<file path="src/rtl/ascon_fsm_pkg.sv">
// Shared constants for the Ascon-128 sequencing controller: state codes,
// downstream XOR select codes and round bounds.
package ascon_fsm_pkg;

    typedef logic [2:0] type_fsm_state;

    localparam type_fsm_state ST_IDLE    = 3'd0;
    localparam type_fsm_state ST_INIT    = 3'd1;
    localparam type_fsm_state ST_WAIT_AD = 3'd2;
    localparam type_fsm_state ST_AD      = 3'd3;
    localparam type_fsm_state ST_WAIT_PT = 3'd4;
    localparam type_fsm_state ST_PT      = 3'd5;
    localparam type_fsm_state ST_FINAL   = 3'd6;
    localparam type_fsm_state ST_DONE    = 3'd7;

    localparam logic [1:0] XDN_NONE   = 2'b00;
    localparam logic [1:0] XDN_KEY_LO = 2'b01;
    localparam logic [1:0] XDN_DOMSEP = 2'b10;
    localparam logic [1:0] XDN_KEY_HI = 2'b11;

    localparam logic [3:0] ROUND_P12_FIRST = 4'd0;
    localparam logic [3:0] ROUND_P6_FIRST  = 4'd6;
    localparam logic [3:0] ROUND_LAST      = 4'd11;

    function automatic logic is_round_state(input type_fsm_state s);
        return (s == ST_INIT) || (s == ST_AD) || (s == ST_PT) || (s == ST_FINAL);
    endfunction

endpackage

</file>
<file path="src/rtl/ascon_fsm_if.sv">
// Control/handshake bundle between the controller and the Ascon datapath/top.
interface ascon_fsm_if;
    logic       start_i;
    logic       data_valid_i;
    logic       data_ready_o;
    logic [3:0] round_o;
    logic       input_select_o;
    logic       xorup_select_o;
    logic [1:0] xordn_select_o;
    logic       ena_reg_o;
    logic [3:0] block_index_o;
    logic       cipher_valid_o;
    logic       tag_valid_o;
    logic       busy_o;
    logic       done_o;

    modport master (
        output start_i, data_valid_i,
        input  data_ready_o, round_o, input_select_o, xorup_select_o, xordn_select_o,
               ena_reg_o, block_index_o, cipher_valid_o, tag_valid_o, busy_o, done_o
    );

    modport slave (
        input  start_i, data_valid_i,
        output data_ready_o, round_o, input_select_o, xorup_select_o, xordn_select_o,
               ena_reg_o, block_index_o, cipher_valid_o, tag_valid_o, busy_o, done_o
    );
endinterface

</file>
<file path="src/rtl/ascon_fsm_round_counter.sv">
// 4-bit round index: loads the first round of a p12 or p6 phase, then steps.
module ascon_fsm_round_counter
    import ascon_fsm_pkg::*;
(
    input  logic       clk,
    input  logic       rst_n,
    input  logic       load,
    input  logic       load_p6,
    input  logic       inc,
    output logic [3:0] round,
    output logic       last
);

    always_ff @(posedge clk or negedge rst_n) begin
        if (!rst_n)
            round <= ROUND_P12_FIRST;
        else if (load)
            round <= load_p6 ? ROUND_P6_FIRST : ROUND_P12_FIRST;
        else if (inc)
            round <= round + 4'd1;
    end

    assign last = (round == ROUND_LAST);

endmodule

</file>
<file path="src/rtl/ascon_fsm.sv">
// Ascon-128 round sequencer: one permutation round per clock across INIT, AD,
// PT and FINAL phases. Outputs decode only registered state, never inputs.
module ascon_fsm
    import ascon_fsm_pkg::*;
#(
    parameter int NB_PT_BLOCKS = 4
) (
    input  logic        clock_i,
    input  logic        resetb_i,
    ascon_fsm_if.slave  bus
);

    localparam logic [3:0] LAST_BLK = 4'(NB_PT_BLOCKS - 1);
    localparam logic [3:0] KEY_BLK  = 4'(NB_PT_BLOCKS - 2);

    type_fsm_state state, next_state;
    logic [3:0]    round, blk;
    logic          last, load, load_p6, inc, start_ok;

    ascon_fsm_round_counter u_round_counter (
        .clk     (clock_i),
        .rst_n   (resetb_i),
        .load    (load),
        .load_p6 (load_p6),
        .inc     (inc),
        .round   (round),
        .last    (last)
    );

    assign start_ok = ((state == ST_IDLE) || (state == ST_DONE)) && bus.start_i;
    assign inc      = is_round_state(state) && !last;

    always_comb begin
        next_state = state;
        load       = 1'b0;
        load_p6    = 1'b0;
        case (state)
            ST_IDLE, ST_DONE: if (bus.start_i) begin
                next_state = ST_INIT;
                load       = 1'b1;
            end
            ST_INIT:  if (last) next_state = ST_WAIT_AD;
            ST_WAIT_AD: if (bus.data_valid_i) begin
                next_state = ST_AD;
                load       = 1'b1;
                load_p6    = 1'b1;
            end
            ST_AD:    if (last) next_state = ST_WAIT_PT;
            // The last PT block is absorbed by the first FINAL round, not a PT phase.
            ST_WAIT_PT: if (bus.data_valid_i) begin
                load = 1'b1;
                if (blk == LAST_BLK) begin
                    next_state = ST_FINAL;
                end else begin
                    next_state = ST_PT;
                    load_p6    = 1'b1;
                end
            end
            ST_PT:    if (last) next_state = ST_WAIT_PT;
            ST_FINAL: if (last) next_state = ST_DONE;
            default:  next_state = ST_IDLE;
        endcase
    end

    always_ff @(posedge clock_i or negedge resetb_i) begin
        if (!resetb_i) begin
            state <= ST_IDLE;
            blk   <= 4'd0;
        end else begin
            state <= next_state;
            if (start_ok)
                blk <= 4'd0;
            else if ((state == ST_PT) && last)
                blk <= blk + 4'd1;
        end
    end

    always_comb begin
        bus.xordn_select_o = XDN_NONE;
        if (last) begin
            case (state)
                ST_INIT, ST_FINAL: bus.xordn_select_o = XDN_KEY_LO;
                ST_AD:             bus.xordn_select_o = XDN_DOMSEP;
                // Finalisation key is pre-applied at the end of the penultimate block.
                ST_PT:             bus.xordn_select_o = (blk == KEY_BLK) ? XDN_KEY_HI : XDN_NONE;
                default:           bus.xordn_select_o = XDN_NONE;
            endcase
        end
    end

    assign bus.round_o        = round;
    assign bus.block_index_o  = blk;
    assign bus.ena_reg_o      = is_round_state(state);
    assign bus.input_select_o = is_round_state(state) && !((state == ST_INIT) && (round == ROUND_P12_FIRST));
    assign bus.xorup_select_o = (((state == ST_AD) || (state == ST_PT)) && (round == ROUND_P6_FIRST))
                             || ((state == ST_FINAL) && (round == ROUND_P12_FIRST));
    assign bus.cipher_valid_o = ((state == ST_PT) && (round == ROUND_P6_FIRST))
                             || ((state == ST_FINAL) && (round == ROUND_P12_FIRST));
    assign bus.tag_valid_o    = (state == ST_FINAL) && last;
    assign bus.data_ready_o   = (state == ST_WAIT_AD) || (state == ST_WAIT_PT);
    assign bus.busy_o         = (state != ST_IDLE) && (state != ST_DONE);
    assign bus.done_o         = (state == ST_DONE);

endmodule

</file>
<file path="src/flat_wrapper.sv">
// flat-port wrapper written by rule: the top's interface ports become plain ports
module ascon_fsm_flat import ascon_fsm_pkg::*;
#(
    parameter int NB_PT_BLOCKS = 4
)
  (clock_i, resetb_i, bus_start_i, bus_data_valid_i, bus_data_ready_o, bus_round_o, bus_input_select_o, bus_xorup_select_o, bus_xordn_select_o, bus_ena_reg_o, bus_block_index_o, bus_cipher_valid_o, bus_tag_valid_o, bus_busy_o, bus_done_o);
  ascon_fsm_if bus_i ();
  input  logic clock_i;
  input  logic resetb_i;
  input wire logic [$bits(bus_i.start_i)-1:0] bus_start_i;
  input wire logic [$bits(bus_i.data_valid_i)-1:0] bus_data_valid_i;
  output wire logic [$bits(bus_i.data_ready_o)-1:0] bus_data_ready_o;
  output wire logic [$bits(bus_i.round_o)-1:0] bus_round_o;
  output wire logic [$bits(bus_i.input_select_o)-1:0] bus_input_select_o;
  output wire logic [$bits(bus_i.xorup_select_o)-1:0] bus_xorup_select_o;
  output wire logic [$bits(bus_i.xordn_select_o)-1:0] bus_xordn_select_o;
  output wire logic [$bits(bus_i.ena_reg_o)-1:0] bus_ena_reg_o;
  output wire logic [$bits(bus_i.block_index_o)-1:0] bus_block_index_o;
  output wire logic [$bits(bus_i.cipher_valid_o)-1:0] bus_cipher_valid_o;
  output wire logic [$bits(bus_i.tag_valid_o)-1:0] bus_tag_valid_o;
  output wire logic [$bits(bus_i.busy_o)-1:0] bus_busy_o;
  output wire logic [$bits(bus_i.done_o)-1:0] bus_done_o;
  assign bus_i.start_i = bus_start_i;
  assign bus_i.data_valid_i = bus_data_valid_i;
  assign bus_data_ready_o = bus_i.data_ready_o;
  assign bus_round_o = bus_i.round_o;
  assign bus_input_select_o = bus_i.input_select_o;
  assign bus_xorup_select_o = bus_i.xorup_select_o;
  assign bus_xordn_select_o = bus_i.xordn_select_o;
  assign bus_ena_reg_o = bus_i.ena_reg_o;
  assign bus_block_index_o = bus_i.block_index_o;
  assign bus_cipher_valid_o = bus_i.cipher_valid_o;
  assign bus_tag_valid_o = bus_i.tag_valid_o;
  assign bus_busy_o = bus_i.busy_o;
  assign bus_done_o = bus_i.done_o;
  ascon_fsm #(.NB_PT_BLOCKS(NB_PT_BLOCKS)) u_core (.clock_i(clock_i), .resetb_i(resetb_i), .bus(bus_i));
endmodule
</file>
<file path="config.mk">
export PLATFORM = sky130hd
export DESIGN_NAME = ascon_fsm_flat
export DESIGN_NICKNAME = d
export VERILOG_FILES = /design/src/rtl/ascon_fsm_pkg.sv /design/src/rtl/ascon_fsm_if.sv /design/src/rtl/ascon_fsm_round_counter.sv /design/src/rtl/ascon_fsm.sv /design/src/flat_wrapper.sv
export SDC_FILE = /design/constraint.sdc
export NUM_CORES = 1
export LEC_CHECK = 0
export BUFFER_PORTS_ARGS = -buffer_cell sky130_fd_sc_hd__clkbuf_2
export CAP_MARGIN = 20
export CORE_ASPECT_RATIO = 0.9
export CORE_MARGIN = 4
export CORE_UTILIZATION = 23
export CTS_CLUSTER_SIZE = 12
export DETAILED_ROUTE_END_ITERATION = 10
export PLACE_DENSITY_LB_ADDON = 0.3
export REMOVE_ABC_BUFFERS = 1
export SLEW_MARGIN = 20
export SYNTH_ARGS = -nofsm -noshare
export SYNTH_HDL_FRONTEND = slang
export SYNTH_HIERARCHICAL = 1
export SYNTH_SLANG_ARGS = --single-unit
</file>
<file path="constraint.sdc">
create_clock -name clock_i -period 2.2 [get_ports clock_i]
set_clock_uncertainty 0.2 [all_clocks]
set_input_delay 0.55 -clock clock_i [delete_from_list [all_inputs] [get_ports clock_i]]
set_output_delay 0.55 -clock clock_i [all_outputs]
set_load 0.01 [all_outputs]
</file>
== Yosys cells after proc, flatten, opt, wreduce, memory -nomap -nowiden ==
Index checks and enable logic that the tools add are counted.
Operators by class
  eq/ne operators: 18
  muxes and demuxes: 22
  $add $sub $neg: 2
  reductions and logical operators: 30
Operators by type and width (count)
  two-way mux 3 bit: 7
  one-hot mux 3 bit (6 select lines): 1
  two-way mux 4 bit: 4
  == test 3 bit (second input constant): 4
  logical AND 1 bit: 10
  adder 4 x 1 -> 4 bit (second input constant): 2
  == test 4 x 2 -> 1 bit (second input constant): 2
  logical OR 1 bit: 8
  OR reduction 2 bit: 4
  == test 3 x 2 -> 1 bit (second input constant): 2
  two-way mux 2 bit: 3
  != test 2 x 1 -> 1 bit (second input constant): 3
  != test 2 bit (second input constant): 3
  one-hot mux 2 bit (3 select lines): 1
  AND reduction 6 bit: 1
  == test 4 x 3 -> 1 bit (second input constant): 1
  == test 4 bit (second input constant): 1
  logical NOT 4 bit: 1
  two-way mux 1 bit: 4
  one-hot mux 1 bit (2 select lines): 2
  nonzero test 2 bit: 2
  == test 3 x 1 -> 1 bit (second input constant): 1
  logical NOT 3 bit: 1
  != test 3 bit (second input constant): 1
  2 further kinds: 3
Word-level totals
  output and inout port bits: 18
  bits in registers: 11
  logic and storage cells: 75
  bits of input ports: 4

== Depth between registers and ports, before layout ==
Gate-level depths: netlist of run 1.
  word-level depth: 7
  gate-level depth with buffers: 8
  mapped depth without buffers: 6

== Modules after synthesis ==
The synthesis of run 1 kept the hierarchy.
By module, submodules not included
  ascon_fsm: seq. area each 175.2 um2, area an instance 681.9 um2, cells each 91, times used 1
  ascon_fsm_round_counter: seq. area each 100.1 um2, area an instance 214.0 um2, cells each 19, times used 1

== Worst setup path before layout of run 1 ==
Ideal clock, no wire load.
  path type: register to register
  start: register u_core.u_round_counter.round[0]
  end: register u_core.u_round_counter.round[3]
  setup slack: 0.139 ns
  cell stages (with the launch flop): 7
  data required time: 1.875 ns
  path buffers: 1
  data arrival time: 1.736 ns
  period minus slack after synthesis: 2.061 ns
  library setup time: 0.125 ns
  cell sequence: dfrtp_1 ha_1 and3b_1 buf_2 nor2_1 nand4_1 mux2_4
On the way
  word-level cells in the longest chain between the ends: 4
  elaborated cells between the ends (all ways): 7
  classes of those cells: add/sub (1); eq/ne (1); mux (2); reduce/logical (3)
RTL lines
  from (decl): RTL line ascon_fsm_round_counter.sv:10  | output logic [3:0] round,
  from (signal assigned): RTL line ascon_fsm_round_counter.sv:18  | round <= load_p6 ? ROUND_P6_FIRST : ROUND_P12_FIRST;
  from (signal assigned): RTL line ascon_fsm_round_counter.sv:20  | round <= round + 4'd1;
  == test 4 bit: RTL line ascon_fsm_round_counter.sv:23  | assign last = (round == ROUND_LAST);
  net u_core.last: RTL line ascon_fsm.sv:18  | logic last, load, load_p6, inc, start_ok;
  logical NOT 1 bit: RTL line ascon_fsm.sv:31  | assign inc = is_round_state(state) && !last;
  logical AND 1 bit: RTL line ascon_fsm.sv:31
  net u_core.inc: RTL line ascon_fsm.sv:18
  nonzero test 2 bit (no line)
The timed path passes the listed nets, and every way through them passes these cells. The select of a mux whose other input is x is not followed.
A chain may end at the register's enable or synchronous reset.

== Final worst setup path of run 1 ==
  start: register u_core.state[1]
  end: output port bus_xordn_select_o[1]
On the way
  word-level cells in the longest chain between the ends: 4
  elaborated cells between the ends (all ways): 7
  classes of those cells: eq/ne (4); mux (2); reduce/logical (1)
RTL lines
  from (decl): RTL line ascon_fsm.sv:16  | type_fsm_state state, next_state;
  from (signal assigned): RTL line ascon_fsm.sv:70  | state <= next_state;
  == test 3 bit / == test 3 x 1 -> 1 bit (equally long branches): RTL line ascon_fsm.sv:81  | case (state)
  OR reduction 2 bit: RTL line ascon_fsm.sv:81
  one-hot mux 2 bit (3 select lines) (*): RTL line ascon_fsm.sv:81
  two-way mux 2 bit (*): RTL line ascon_fsm.sv:80  | if (last) begin
  to (decl): RTL line flat_wrapper.sv:16  | output wire logic [$bits(bus_i.xordn_select_o)-1:0] bus_xordn_select_o;
Every way passes the cells marked *; elsewhere a longest branch is shown, timed or not.

==> results of run 1 <==
-- metrics by stage --
step,power [W],setup WS [ps],cell area (um^2)
2_1_floorplan,0.001005,101.5,842.1
3_3_place_gp,0.001407,147.6,1080
3_5_place_dp,0.001416,115.9,1080
4_1_cts,0.001716,-6.843,1190
5_1_grt,0.002062,-92.43,1284
6_report,0.001897,-7.721,1284
-- layer usage --
layer  part of all wire (%)  vias to the layer above
li1                       -                      455
met1                     47                      435
met2                     49                       16
met3                    2.4                        4
met4                    1.3                        0
met5                      0                        -
-- layout by cell type, fill, tap and decap left out, types with 4 or more instances in the layout --
cell type / count
sky130_fd_sc_hd__nor2_1: 13
sky130_fd_sc_hd__inv_1: 6
sky130_fd_sc_hd__nand2_1: 9
sky130_fd_sc_hd__dfrtp_1: 8
sky130_fd_sc_hd__clkbuf_2: 19
sky130_fd_sc_hd__buf_4: 16
sky130_fd_sc_hd__a21oi_1: 5
sky130_fd_sc_hd__nor2_2: 4
sky130_fd_sc_hd__nor2b_1: 6
-- critical path: stages (launching register included) --
cell                       delay [ps]
sky130_fd_sc_hd__dfrtp_2          440
sky130_fd_sc_hd__buf_4            160
sky130_fd_sc_hd__buf_4            140
sky130_fd_sc_hd__nor2b_1          130
sky130_fd_sc_hd__a31oi_1          160
sky130_fd_sc_hd__nor2_1            60
sky130_fd_sc_hd__clkbuf_2         120
-- area by class of cell --
cell class,instances,share of cell area (%)
inverter,6,1.754
clock buffer,4,3.509
multi-input combinational,85,48.05
sequential,11,21.73
timing repair buffer,41,20.47
tap,46,4.483
-- power breakdown --
group | switching [W] | internal [W] | total, W
combinational | 0.000653 | 0.000619 | 0.00127
sequential | 0.000117 | 0.000295 | 0.000412
clock | 0.0000847 | 0.000128 | 0.000213
total | 0.000855 | 0.00104 | 0.00190
-- sequential cells by signal (all words and copies together), names as in the netlist --
signal,cells
u_core/u_round_counter/round,4
u_core/state,3
u_core/bus.block_index_o,4
-- logic make-up after synthesis --
group	Yosys count
mux	4
fa+ha+maj	3
compound gates	21
simple gates	51
buf+inv	14
flops	11
xor+xnor	6
-- what timing repair did --
item | 4_1_cts | 5_1_grt
gates resized for setup | 6 | 17
setup buffers | 5 | 4
hold buffers | 1 | 0
endpoints found under the setup margin | 7 | 8
pin swaps | 1 | 4
hold endpoints to repair | 11 | 0
-- path summary, 6_finish.rpt --
check | end
min | u_core/bus.block_index_o[1]
max | bus_xordn_select_o[1]
max reg2reg | u_core/state[1]
min in group asynchronous | u_core/u_round_counter/round[3]
min reg2reg | u_core/bus.block_index_o[1]
max in group asynchronous | u_core/state[2]
==> flow_summary.rst, run 1 <==
.. list-table::
   :header-rows: 1

   * - Metric
     - Value
   * - Outcome
     - finished with violations
   * - Failing checks
     - negative setup slack
   * - Share of the synthesized area in compound gates (AO/OA/AOI/OAI)
     - 16.20%
   * - Via-to-Cell Ratio
     - 4.715
   * - Critical Path Source
     - u_core/state[1]
   * - Die area
     - 0.004959 mm^2
   * - Highest attainable clock frequency
     - 0.4530 GHz
   * - Number of placement rows
     - 21
   * - Req. time, crit path
     - 1450 ps
   * - Global routing usage on met1
     - 12.33%
   * - Placeable core region
     - 0.003731 mm^2
   * - Cells taking the most area after synthesis
     - sky130_fd_sc_hd__dfrtp_1 31%, sky130_fd_sc_hd__nor2_1 7.1%, sky130_fd_sc_hd__ha_1 4.2%
   * - Synthesized-area fraction occupied by and/or/nand/nor cells
     - 29.47%
   * - Final critical delay including setup and external delays
     - 2208 ps
   * - Worst hold margin
     - 368.7 ps
   * - Routed wire length
     - 2593 um
   * - Drt drc
     - 0
   * - Cell chosen for the clock root
     - sky130_fd_sc_hd__clkbuf_8
   * - Fin cells
     - 193
   * - HPWL Detailed
     - 1783 um
   * - Area used by sequential logic in the layout
     - 279.0 um^2
   * - Highest fanout seen on the critical path
     - 5
   * - R2R cell count
     - 6
   * - Power per unit of standard cell area
     - 1477 mW/mm^2
   * - Clock-pin slew of the registers on the worst-case setup and hold paths
     - 50 ps
   * - Fill cells
     - 399
   * - Max IR drop VDD
     - 0.3964 mV
   * - First-pass GRT wire length
     - 3850 um
   * - Startpoint of the worst register-to-register path
     - u_core/u_round_counter/round[1]
   * - Critical Path Source Type
     - register
   * - Maximum number of pins on one net before global-route repair
     - 17
   * - Slew at the pin closest to its max-slew limit
     - 333.0 ps
   * - Critical path endpoint category
     - output port
   * - Share of the yosys chip area belonging to registers
     - 30.73%
   * - Width of the die
     - 73.79 um
   * - Share of synthesized flip-flops with an asynchronous set or reset
     - 100.0%
   * - Cell variety after synth
     - 39
   * - Most repeated cell in the gate-level netlist after synthesis
     - sky130_fd_sc_hd__nor2_1
   * - TritonCTS Sinks
     - 11
   * - Number of placed I/O pins
     - 22
   * - 1st-iter DRT viols
     - 22
   * - Busiest grt layer
     - met2
   * - Y dimension of the die
     - 67.21 um
   * - Maximum count of clock buffers along a single path
     - 2
   * - First-pass detailed-route iteration total
     - 4
   * - Clock latency on the worst-skew pair
     - 240 ps
   * - Global routing usage on met2
     - 16.48%
   * - Remaining antenna violation count after routing
     - 0
   * - Post-synthesis area per instance
     - 8.144 um^2
   * - Proportion of synthesized area in mux cells
     - 5.028%
   * - Number of placed instances, taps included
     - 179
   * - Internal reg-to-reg setup slack
     - 190 ps
   * - Largest family of logic cells by synthesized area
     - simple AND/OR/NAND/NOR gates
   * - Minimum setup slack in the final design
     - -7.721 ps
   * - Post-Syn Instances
     - 110
   * - Setup repair after global routing missed its margin
     - true
   * - Cell area after synthesis
     - 895.9 um^2
   * - Total gr overflow
     - 0
   * - Fraction of layout cells with a size suffix above 1
     - 42.18%
   * - Hold Crit Class
     - reg -> reg
   * - Final Wtd Congestion
     - 0.8581
   * - Final Hold Vio Count
     - 0
   * - Setup tns final
     - -18.90 ps
   * - Total setup violations reported at the end of the flow
     - 3
   * - Post-route clock period utilization
     - 100.4%
   * - Share of the synthesized netlist area taken by xor and xnor gates
     - 5.866%
   * - Kind of critical path
     - reg -> out
   * - Met3 GRT Util
     - 1.935%
   * - Count of flip-flops with a built-in enable after synthesis
     - 0
   * - Count of cells along the worst hold path
     - 2
   * - Initial antenna violation count
     - 0
   * - Arrival time reported for the critical path endpoint
     - 1460 ps
   * - Share of the synthesized area in the top cell type
     - 30.73%
   * - Synth warnings
     - 6
   * - Via count of the first global-routing pass
     - 864
   * - Commonest cells post-synth
     - 17 x sky130_fd_sc_hd__nor2_1, 11 x sky130_fd_sc_hd__dfrtp_1, 9 x sky130_fd_sc_hd__nand2_1
   * - Slew headroom
     - 77.67%
   * - Overall fraction of global-route tracks in use
     - 9.879%
   * - Initial core utilization
     - 24.01%
   * - Nets
     - 155
   * - Utilization of the core after routing
     - 34.41%
   * - Fraction of the mapped netlist area in adder cells
     - 4.190%
   * - Depth of the CTS H-tree
     - 1
   * - Area overhead of the layout relative to synthesis
     - 43.30%
   * - CTS buffer count
     - 3
   * - Worst min-delay path startpoint
     - u_core/bus.block_index_o[1]
   * - Port buffer count
     - 21
   * - Number of diodes added for antenna fixing
     - 0
   * - Combined area of the multi-input logic cells
     - 616.8 um^2
   * - CTS tree
     - done
   * - Routed vias
     - 910
   * - Register bit total from synthesis
     - 11
   * - Largest area contributor in the synthesized netlist
     - sky130_fd_sc_hd__dfrtp_1
   * - Drt wl/cell
     - 13.44 um
   * - LEAKAGE
     - 0.6118 nW
   * - Reported max-cap violation count
     - 0
   * - Most used DFF post-synth
     - sky130_fd_sc_hd__dfrtp_1
   * - Max-slew violation count
     - 0
Power figures use the tool's default switching activity.
==> run 2, diff against run 1 <==
--- a/config.mk
+++ b/config.mk
@@ -14,6 +14,7 @@
 export DETAILED_ROUTE_END_ITERATION = 10
 export PLACE_DENSITY_LB_ADDON = 0.3
 export REMOVE_ABC_BUFFERS = 1
+export SKIP_LAST_GASP = 1
 export SLEW_MARGIN = 20
 export SYNTH_ARGS = -nofsm -noshare
 export SYNTH_HDL_FRONTEND = slang
==> run 2 against run 1 <==
  * The flow still finishes with violations (negative setup slack)
  * Design area down 0.97%
  * Combinational power about the same
  * Cell count stayed put
  * First-iteration DRC count grew 9.1%
  * Count of clock-buffer cells in the layout did not move
  * Total power is 1.9% lower
  * Global-route usage unchanged
  * Sequential share of layout area up 0.21 points
  * Setup slack gained 6.8 ps
==> flow_summary.rst, run 2 (synthesized netlist as in run 1, its figures left out) <==
.. list-table::
   :header-rows: 1

   * - Metric
     - Value
   * - Req. time, crit path
     - 1450 ps
   * - TritonCTS Sinks
     - 11
   * - Setup repair after global routing missed its margin
     - true
   * - CTS buffer count
     - 3
   * - Number of placed instances, taps included
     - 179
   * - Outcome
     - finished with violations
   * - Number of placement rows
     - 21
   * - Critical Path Source Type
     - register
   * - Fraction of layout cells with a size suffix above 1
     - 41.50%
   * - Port buffer count
     - 21
   * - Routed vias
     - 881
   * - Depth of the CTS H-tree
     - 1
   * - Remaining antenna violation count after routing
     - 0
   * - R2R cell count
     - 6
   * - Total setup violations reported at the end of the flow
     - 1
   * - LEAKAGE
     - 0.6105 nW
   * - Internal reg-to-reg setup slack
     - 190 ps
   * - Maximum count of clock buffers along a single path
     - 2
   * - CTS tree
     - done
   * - Failing checks
     - negative setup slack
   * - Overall fraction of global-route tracks in use
     - 9.879%
   * - Kind of critical path
     - reg -> out
   * - HPWL Detailed
     - 1783 um
   * - Arrival time reported for the critical path endpoint
     - 1450 ps
   * - Max IR drop VDD
     - 0.3680 mV
   * - Final critical delay including setup and external delays
     - 2201 ps
   * - Clock-pin slew of the registers on the worst-case setup and hold paths
     - 50 ps
   * - Y dimension of the die
     - 67.21 um
   * - Setup tns final
     - -0.8792 ps
   * - Critical path destination
     - bus_busy_o
   * - Hold Crit Class
     - reg -> reg
   * - Nets
     - 155
   * - Fin cells
     - 193
   * - Endpoint of the lowest-slack register-to-register path
     - u_core/state[1]
   * - Via count of the first global-routing pass
     - 864
   * - Max-slew violation count
     - 0
   * - Area overhead of the layout relative to synthesis
     - 41.90%
   * - Initial core utilization
     - 24.01%
   * - Cell chosen for the clock root
     - sky130_fd_sc_hd__clkbuf_8
   * - Commonest non-fill, non-tap cells in the layout
     - 19 x sky130_fd_sc_hd__clkbuf_2, 16 x sky130_fd_sc_hd__buf_4, 14 x sky130_fd_sc_hd__nor2_1
   * - Post-route clock period utilization
     - 100.0%
   * - Critical path endpoint category
     - output port
   * - Number of diodes added for antenna fixing
     - 0
   * - Routed wire length
     - 2462 um
   * - Slew headroom
     - 78.34%
   * - Width of the die
     - 73.79 um
   * - Clock latency on the worst-skew pair
     - 240 ps
   * - Via-to-Cell Ratio
     - 4.565
   * - Critical Path Source
     - u_core/state[2]
   * - Maximum number of pins on one net before global-route repair
     - 17
   * - Leading cell type in the layout, fill and taps excluded
     - sky130_fd_sc_hd__clkbuf_2
   * - Die area
     - 0.004959 mm^2
   * - First-pass detailed-route iteration total
     - 4
   * - Final Wtd Congestion
     - 0.8581
   * - Initial antenna violation count
     - 0
   * - First-pass GRT wire length
     - 3850 um
   * - Number of placed I/O pins
     - 22
   * - Fill cells
     - 397
   * - Utilization of the core after routing
     - 34.07%
   * - Startpoint of the worst register-to-register path
     - u_core/u_round_counter/round[1]
   * - Overall power consumption
     - 0.001862 W
   * - Slew at the pin closest to its max-slew limit
     - 324.3 ps
   * - Reported max-cap violation count
     - 0
   * - Drt drc
     - 0
   * - Final Hold Vio Count
     - 0
   * - Total gr overflow
     - 0
   * - Placeable core region
     - 0.003731 mm^2
   * - Highest fanout seen on the critical path
     - 6
   * - Power per unit of standard cell area
     - 1464 mW/mm^2
   * - Highest attainable clock frequency
     - 0.4544 GHz
   * - 1st-iter DRT viols
     - 24
   * - Drt wl/cell
     - 12.76 um
   * - Minimum setup slack in the final design
     - -0.8792 ps
==> run 2: cell counts in the layout (fill, tap and decap cells not counted) <==
No cell type changed its count.
==> run 2: repair_timing <==
action,in CTS,in global routing
setup endpoints to repair,7,8
gates resized for setup,6,15
setup buffers,5,4
gates cloned,0,0
hold buffers,1,0
endpoints found under the hold margin,11,0
pin swaps,1,4
==> run 2: layout make-up <==
| type | instances | area (um^2) | share of cell area [%] |
|---|---|---|---|
| Multi-Input combinational cell | 85 | 604.3 | 47.54 |
| Sequential cell | 11 | 279.0 | 21.95 |
| Timing Repair Buffer | 41 | 262.8 | 20.67 |
| Tap cell | 46 | 57.56 | 4.528 |
| Clock buffer | 4 | 45.04 | 3.543 |
| Inverter | 6 | 22.52 | 1.772 |
==> run 2: how the worst min path moves through the flow <==
stage / start / end / slack [ps] / cells after the start
2_1_floorplan: resetb_i / u_core/bus.block_index_o[0] / 50 / 0
3_3_place_gp: resetb_i / u_core/u_round_counter/round[3] / 250 / 1
3_5_place_dp: resetb_i / u_core/u_round_counter/round[3] / 250 / 1
4_1_cts: u_core/bus.block_index_o[2] / u_core/bus.block_index_o[2] / 410 / 2
5_1_grt: u_core/bus.block_index_o[1] / u_core/bus.block_index_o[1] / 370 / 2
6_report: u_core/bus.block_index_o[1] / u_core/bus.block_index_o[1] / 370 / 2
==> run 2: worst max-delay path: stages, from the launching register on <==
cell,delay (ps)
sky130_fd_sc_hd__dfrtp_2,470
sky130_fd_sc_hd__buf_4,170
sky130_fd_sc_hd__or2_4,250
sky130_fd_sc_hd__o21a_1,190
sky130_fd_sc_hd__clkbuf_2,130
==> run 2: stage by stage <==
step                cell area, um^2  hold slack [ps]  setup slack, ps
detailed placement             1080            253.2            115.9
global route                   1271            371.0           -92.43
global placement               1080            252.4            147.6
finish                         1271            367.5          -0.8792
floorplan                     842.1            54.41            101.5
CTS                            1190            405.7           -6.843
==> run 2: per-layer routing <==
layer	vias up	wire length (um)	track usage, %
li1	456	-	-
met1	403	1178	12.33
met2	18	1178	16.48
met3	4	72	1.935
met4	0	33	4.299
met5	-	0	0
==> run 2: power breakdown <==
group / internal [W] / total (W) / switching (W) / leakage (nW)
registers: 0.000295 / 0.000405 / 0.000110 / 0.136
logic: 0.000608 / 0.00125 / 0.000639 / 0.452
clock network: 0.000128 / 0.000210 / 0.0000822 / 0.0228
total: 0.00103 / 0.00186 / 0.000832 / 0.611
